[src/rtl/fractional_multiplier.sv]
// fractional_multiplier: serial shift-add multiplier for 1.xxx mantissas with a
// normalized, truncated product and an exponent-increment flag.
module fractional_multiplier #(
    parameter int N = 11
) (
    input  logic         clk,
    input  logic         rst,
    input  logic         start,
    input  logic [N-1:0] multiplicand,
    input  logic [N-1:0] multiplier,
    output logic [N-1:0] product,
    output logic         exp_inc,
    output logic         busy,
    output logic         done
);
    localparam int CW = $clog2(N + 1);
    localparam logic [1:0] IDLE    = 2'd0;
    localparam logic [1:0] COMPUTE = 2'd1;
    localparam logic [1:0] FINISH  = 2'd2;
    localparam logic [CW-1:0] LAST = CW'(N - 1);

    logic [1:0]    state;
    logic [N-1:0]  a_reg;
    logic [N-1:0]  mq_reg;
    logic [N:0]    acc;
    logic [N:0]    sum;
    logic [CW-1:0] cnt;

    assign sum  = acc + (mq_reg[0] ? {1'b0, a_reg} : '0);
    assign busy = state != IDLE;
    assign done = state == FINISH;

    // On the last iteration {sum, mq_reg[N-1:1]} is the full 2N-bit product
    always_ff @(posedge clk or posedge rst) begin
        if (rst) begin
            state   <= IDLE;
            a_reg   <= '0;
            mq_reg  <= '0;
            acc     <= '0;
            cnt     <= '0;
            product <= '0;
            exp_inc <= 1'b0;
        end else begin
            case (state)
                IDLE: begin
                    if (start) begin
                        a_reg  <= multiplicand;
                        mq_reg <= multiplier;
                        acc    <= '0;
                        cnt    <= '0;
                        state  <= COMPUTE;
                    end
                end
                COMPUTE: begin
                    acc    <= {1'b0, sum[N:1]};
                    mq_reg <= {sum[0], mq_reg[N-1:1]};
                    cnt    <= cnt + 1'b1;
                    if (cnt == LAST) begin
                        state   <= FINISH;
                        product <= sum[N] ? sum[N:1] : sum[N-1:0];
                        exp_inc <= sum[N];
                    end
                end
                default: state <= IDLE;
            endcase
        end
    end
endmodule
[config.mk]
export PLATFORM = sky130hd
export DESIGN_NAME = fractional_multiplier
export DESIGN_NICKNAME = d
export VERILOG_FILES = /design/src/rtl/fractional_multiplier.sv
export SDC_FILE = /design/constraint.sdc
export NUM_CORES = 1
export LEC_CHECK = 0
export BUFFER_PORTS_ARGS = -buffer_cell sky130_fd_sc_hd__buf_2
export CORE_MARGIN = 4
export CORE_UTILIZATION = 57
export DETAILED_ROUTE_END_ITERATION = 10
export PLACE_DENSITY = 0.8
export SLEW_MARGIN = 10
export SYNTH_ARGS = -nofsm -noshare
export SYNTH_HDL_FRONTEND = slang
export SYNTH_SLANG_ARGS = --single-unit
[constraint.sdc]
create_clock -name clk -period 3 [get_ports clk]
set_input_delay 0.6 -clock clk [delete_from_list [all_inputs] [get_ports clk]]
set_output_delay 0.6 -clock clk [all_outputs]
set_load 0.05 [all_outputs]
### Word level (Yosys, flattened, before mapping)

Cells that the tools add are included.

* register bits after elaboration: 52
* output and inout port bits: 14
* bits of input ports: 25
* word-level logic and storage cells: 32

* muxes and demuxes: 11
* reduce and logical (&&, ||, !) cells: 7
* add/sub/neg operators: 2
* equal/unequal tests: 5

Operator list (count)
* $mux W11: 3
* $pmux W12 S2: 1
* $pmux W11 S2: 1
* $add A12 B11 Y12: 1
* $mux W12: 1
* $pmux W4 S2: 1
* $reduce_and A2 Y1: 4
* $add A4 B1 Y4 const B: 1
* $eq A4 B4 Y1 const B: 1
* $mux W2: 2
* $mux W4: 1
* $ne A2 B2 Y1 const B: 2
* $pmux W2 S2: 1
* $reduce_bool A2 Y1: 2
* $eq A2 B1 Y1 const B: 1
* $eq A2 B2 Y1 const B: 1
* $logic_not A2 Y1: 1

### Logic depth before layout (Yosys ltp)

Gate-level depths: netlist of run 1.

* depth after elaboration: 3
* depth in mapped cells: 11
* gate-level depth less buffers: 10

### Worst setup path before layout of run 1

OpenSTA, ideal clock, no wires.

* path type: reg-to-reg
* from: register mq_reg[0]
* to: register product[7]
* arrival: 2.175 ns
* stages on the path, launching flop included: 12
* path buffers: 1
* data required time: 2.879 ns
* setup slack: 0.703 ns
* clock period less this slack: 2.297 ns
* setup time: 0.121 ns
* cell sequence: dfrtp_1 > clkbuf_1 > and2_1 > ha_1 > inv_1 > fa_1 > nor2b_1 > o2111ai_1 > a31oi_1 > o21ai_0 > and3_1 > o22a_1

* word-level cells in the longest chain between the ends: 3

Ends and longest elaborated chain
* from (decl): RTL line 24 `logic [N-1:0] mq_reg;`
* from (signal assigned): RTL line 48 `mq_reg <= multiplier;`
* from (signal assigned): RTL line 56 `mq_reg <= {sum[0], mq_reg[N-1:1]};`
* $mux W11: RTL line 29 `assign sum = acc + (mq_reg[0] ? {1'b0, a_reg} : '0);`
* $add A12 B11 Y12: RTL line 29
* $mux W11: RTL line 60 `product <= sum[N] ? sum[N:1] : sum[N-1:0];`
* to (signal assigned): RTL line 60
* to (decl): RTL line 11 `output logic [N-1:0] product,`

Every way passes these cells.
A chain may end at the register's enable or synchronous reset.

### Worst setup path in the final report of run 1

* from: register mq_reg[0]
* to: register product[9]

Same word-level chain as after synthesis.

==> results.json, run 1 <==
{
  "status": "finished clean",
  "ys_async_sr_fraction_pct": 100,
  "dr.pass1.iters": 4,
  "timing.critical_path.arrival_ns": 2.72,
  "reg2reg_depth": 10,
  "synth.top_cell.area_share_pct": 47.6,
  "synthTopCellsByArea": "dfrtp_1, nand2_1, ha_1, nor2_1, nand3_1",
  "synth_ff_type": "dfrtp_1",
  "final.min_clock_period_ns": 2.54,
  "synth.most_common_cell": "nand2_1",
  "cts_sinks": 51,
  "fin_worst_skew_ns": 0.00777,
  "rsz0062_at_grt": "no",
  "p_leak_nw": 1.48,
  "cp_max_fo": 12,
  "cts_made_buffers": 5,
  "postCtsSetupBuffers": 0,
  "synth.distinct_cells": 44,
  "max_freq_ghz": 0.394,
  "finalSetupTns_ns": 0,
  "antenna_found_initial": 0,
  "path_buf_inv": 1,
  "rows": 24,
  "holdBufCountCts": 0,
  "htree_levels": 2,
  "worstPathCellList": "and2_1 -> ha_1 -> inv_1 -> fa_1 -> nor2b_1 -> o2111ai_1 -> nand3b_1 -> a211oi_2 -> xor2_1 -> o211ai_2",
  "clk_pin_slew_worst_paths_ns": 0.09,
  "path_class": "register to register",
  "synth_common_cells": "nand2_1, dfrtp_1, nor2_1",
  "syn_nets": 332,
  "port_buffers": 38,
  "vias": 2097,
  "setup_slack_ns": 0.461,
  "dieArea_sq_mm": 0.00587,
  "yosysSeqAreaShare_pct": 47.6,
  "synthToLayoutAreaGrowth_pct": 11.7,
  "min_path_type": "input port to async pin",
  "place_congestion": 0.945,
  "post-route-drc-count": 0,
  "relSlewSlack_pct": 58.9,
  "core_sq_mm": 0.00444,
  "drv_cap": 0,
  "ys_ff_latch": 51,
  "hold_viol": 0,
  "syn_area_per_cell_sq_um": 9.16,
  "crit_required_ns": 3.18,
  "regToRegSetupSlack_ns": 0.46,
  "ir_worst_vdd_uv": 534,
  "dp_hpwl_microns": 3960,
  "worstReg2RegEnd": "product[9]",
  "fin_total_pwr_mw": 3.61,
  "clock_latency_ns": 0.30,
  "grt_pass1_vias": 2080,
  "ant_nets": 0,
  "cts-resized-gates": 0,
  "synth_enable_flop_cells": 0,
  "grt_pass1_wl_microns": 9600,
  "cp-end-kind": "register",
  "cts_buffer_depth": 2,
  "initial_core_util_pct": 60.4,
  "syn_area_sq_mm": 0.00268,
  "initialDrtViolationCount": 138,
  "setup_viol": 0,
  "critPathTopFamily": "adder cells",
  "cts_tree": "done",
  "track_usage_pct": 20.0,
  "worstReg2RegStart": "mq_reg[0]",
  "slew_violations": 0,
  "io_pins": 39,
  "yosys_warnings": 0,
  "critPathMaxStageDelay_ns": 0.53,
  "cts-root-buf": "clkbuf_8",
  "power_density_mw_per_mm2": 1210,
  "die-height_microns": 76.6,
  "grt_max_degree": 34,
  "globalRoute.totalOverflow": 0,
  "drive_above_1_share_pct": 20.2,
  "cp_slowest_cell": "dfrtp_1",
  "wirelength_microns": 5380,
  "wire_per_inst_microns": 14.1,
  "die_w_microns": 76.6,
  "final_util_pct": 67.4,
  "viasPerCell": 5.48,
  "yosysTopAreaCell": "dfrtp_1",
  "tightest_slew_ns": 0.616,
  "worst_hold_slack_ns": 0.258,
  "crit_path_start_kind": "register",
  "post-place-ws_ns": 0.496,
  "period_share_pct": 84.6,
  "postSynthCellCount": 293,
  "finalNetCount": 370,
  "antennaDiodeCount": 0
}
## metrics by stage
step	instance area, sq um	instances
after floorplan	2680	293
after global placement	2910	376
after detailed placement	2910	376
after CTS	3000	383
after global routing	3000	383
final	3000	383
## worst register-to-register path, cell delays in order (launching register included)
cell	delay (ns)
dfrtp_1	0.53
and2_1	0.19
ha_1	0.20
inv_1	0.07
fa_1	0.40
nor2b_1	0.17
o2111ai_1	0.16
nand3b_1	0.20
a211oi_2	0.10
xor2_1	0.29
o211ai_2	0.12
## power by group
part	switching [mW]	internal, mW	leakage [nW]
Clock	0.211	0.181	0.0470
Sequential	0.194	1.01	0.628
Combinational	1.30	0.714	0.804
## metal layers
layer,vias to the layer above,track usage (%),wire [microns]
met1,975,27.6,2590
met3,8,4.26,226
li1,1065,-,-
met2,49,31.8,2490
met5,-,0,0
met4,0,5.62,75
## kinds of logic after synthesis
kind of cell               count (synthesis)  synth area share [%]
buffers and inverters                     21                  3.87
adders and majority gates                 14                  6.81
AOI/OAI and AO/OA                         56                  14.0
muxes                                      5                  1.96
xor gates and xnor gates                   8                  2.61
and+or+nand+nor                          138                  23.1
DFF                                       51                  47.6
## layout make-up
type / instances / area [sq um]
Fill cell: 379 / 1450
Multi-Input combinational cell: 221 / 1300
Sequential cell: 51 / 1280
Timing Repair Buffer: 44 / 235
Clock buffer: 6 / 82.6
Tap cell: 52 / 65.1
Inverter: 8 / 30.0
Clock inverter: 1 / 5.00
## cells in the final DEF (no fill, tap or decap), drive strengths merged, types with 6 or more instances in the layout
cell    synthesis  final
nand2          64     64
dfrtp          51     51
buf             3     44
nor2           29     29
o21ai          24     24
nand3          18     18
ha             13     13
and2           12     12
o22ai          10     10
xor2            8      8
inv             7      7
clkbuf         10      6
a21oi           6      6
## how the worst max path moves through the flow
stage	startpoint	endpoint	slack, ns	depth (start not counted)
3_3_place_gp	mq_reg[0]	product[1]	0.58	8
2_1_floorplan	mq_reg[0]	product[7]	0.70	11
5_1_grt	mq_reg[0]	product[1]	0.27	8
4_1_cts	mq_reg[0]	product[1]	0.45	8
3_5_place_dp	mq_reg[0]	product[1]	0.50	8
6_report	mq_reg[0]	product[9]	0.46	10
Power figures use the tool's default switching activity.
==> inputs of run 2 (changes only) <==
Settings changed: CORE_UTILIZATION 57 to 51, PLACE_DENSITY 0.8 to 0.75.
Clock period 3 ns to 2.1 ns, I/O delays scaled along.
==> results.json, run 2 (synthesized netlist as in run 1, its figures left out) <==
{
  "status": "finished, violations left",
  "violations": "setup timing",
  "die-height_microns": 80.5,
  "critPathMaxStageDelay_ns": 0.43,
  "post-place-ws_ns": -0.242,
  "grt_max_degree": 35,
  "cp-end-kind": "register",
  "instances_no_fill": 441,
  "cp_slowest_cell": "dfrtp_1",
  "relSlewSlack_pct": 67.2,
  "cts-root-buf": "clkbuf_8",
  "timing.critical_path.arrival_ns": 2.53,
  "port_buffers": 38,
  "final.min_clock_period_ns": 2.33,
  "worstPathCellList": "buf_4 -> and2_4 -> ha_4 -> a21oi_2 -> o21ai_2 -> a211oi_2 -> buf_4 -> a21oi_4 -> buf_4 -> and3_1 -> o22a_1",
  "hold_viol": 0,
  "vias": 2351,
  "combPwrFrac_pct": 65.5,
  "path_buf_inv": 3,
  "finalSetupTns_ns": -2.54,
  "finalNetCount": 409,
  "synthToLayoutAreaGrowth_pct": 35.2,
  "dp_hpwl_microns": 4500,
  "clock_latency_ns": 0.31,
  "p_leak_nw": 1.71,
  "slew_violations": 0,
  "setup_slack_ns": -0.231,
  "power_density_mw_per_mm2": 1870,
  "place_congestion": 0.917,
  "cts_sinks": 51,
  "tightest_slew_ns": 0.492,
  "dr.pass1.iters": 4,
  "wirelength_microns": 6700,
  "initialDrtViolationCount": 118,
  "grt_pass1_vias": 2337,
  "post-route-drc-count": 0,
  "dieArea_sq_mm": 0.00648,
  "setup_viol": 16,
  "cts_made_buffers": 5,
  "switchingPower_mw": 3.06,
  "die_w_microns": 80.5,
  "grt_pass1_wl_microns": 11000,
  "io_pins": 39,
  "clk_pin_slew_worst_paths_ns": 0.10,
  "critPathTopFamily": "compound AO/OA/AOI/OAI gates",
  "max_freq_ghz": 0.429,
  "track_usage_pct": 21.8,
  "rsz0062_at_grt": "yes",
  "wire_per_inst_microns": 15.2,
  "cts_tree": "done",
  "antenna_found_initial": 0,
  "cts_buffer_depth": 2,
  "crit_top_cell": "buf_4",
  "final_util_pct": 71.0,
  "fin_worst_skew_ns": 0.00745,
  "layout_common_cells": "nand2_1, dfrtp_1, buf_2",
  "globalRoute.totalOverflow": 0,
  "crit_required_ns": 2.30,
  "share_seq_of_total_power_pct": 26.1,
  "min_path_type": "input port to async pin",
  "ant_nets": 0,
  "layout_commonest_cell": "nand2_1",
  "drv_cap": 0,
  "cp_max_fo": 5,
  "crit_path_start_kind": "register",
  "rows": 26,
  "p_sw_share_pct": 45.2,
  "dp.cells": 423,
  "core_sq_mm": 0.00511,
  "path_class": "register to register",
  "antennaDiodeCount": 0,
  "period_share_pct": 111,
  "internal_power_mw": 3.71,
  "initial_core_util_pct": 52.5,
  "clkPwrFrac_pct": 8.4,
  "ir_worst_vdd_uv": 829,
  "viasPerCell": 5.33,
  "drive_above_1_share_pct": 38.5,
  "htree_levels": 2
}
-- run 2: cell types whose count changed in the layout (fill, tap and decap cells not counted), sizes merged --
| cell | change |
|---|---|
| clkbuf | -1 |
| clkinvlp | +2 |
| a21oi | +1 |
| buf | +38 |
-- run 2: cell type report --
| type | count | area [sq um] |
|---|---|---|
| Clock buffer | 5 | 68.8 |
| Fill cell | 405 | 1480 |
| Tap cell | 70 | 87.6 |
| Sequential cell | 51 | 1280 |
| Multi-Input combinational cell | 222 | 1580 |
| Inverter | 8 | 30.0 |
| Timing Repair Buffer | 82 | 564 |
| Clock inverter | 3 | 20.0 |
-- run 2: metal layers --
metal,vias up,global-route usage (%),part of all wire (%)
li1,1151,-,-
met1,1127,28.4,43
met4,0,6.25,1.1
met5,-,0,0
met2,64,37.6,51
met3,9,3.25,4.6
-- run 2: path summary, 6_finish.rpt --
check                        endpoint             from  depth (start not counted)  slack [ns]
setup / recovery           product[7]        mq_reg[0]                         11       -0.23
min in group clk             a_reg[8]  multiplicand[8]                          3        0.29
hold reg to reg             a_reg[10]        a_reg[10]                          2        0.48
setup reg to reg           product[7]        mq_reg[0]                         11       -0.23
hold / removal                acc[10]              rst                          2        0.12
max in group asynchronous    a_reg[5]              rst                          3        1.45
-- run 2: power groups by stage --
stage | clock network, mW | registers, mW | logic, mW
global route | 0.616 | 1.83 | 4.78
global placement | 0 | 1.74 | 3.41
detailed placement | 0 | 1.76 | 3.51
floorplan | 0 | 2.01 | 1.99
finish | 0.565 | 1.77 | 4.44
CTS | 0.577 | 1.77 | 4.13
-- run 2: per-stage QoR --
step	hold WS (ns)	instance area (sq um)	power, mW
2_1_floorplan	0.437	2710	4.00
3_3_place_gp	0.453	3200	5.15
3_5_place_dp	0.463	3200	5.26
4_1_cts	0.136	3550	6.47
5_1_grt	0.178	3630	7.23
6_report	0.125	3630	6.77
-- run 2: repair_timing --
action / in CTS / in global routing
hold buffers: 0 / 0
endpoints found under the setup margin: 17 / 20
pin swaps: 20 / 7
cloned: 1 / 0
gates resized for setup: 37 / 13
buffers inserted: 8 / 1
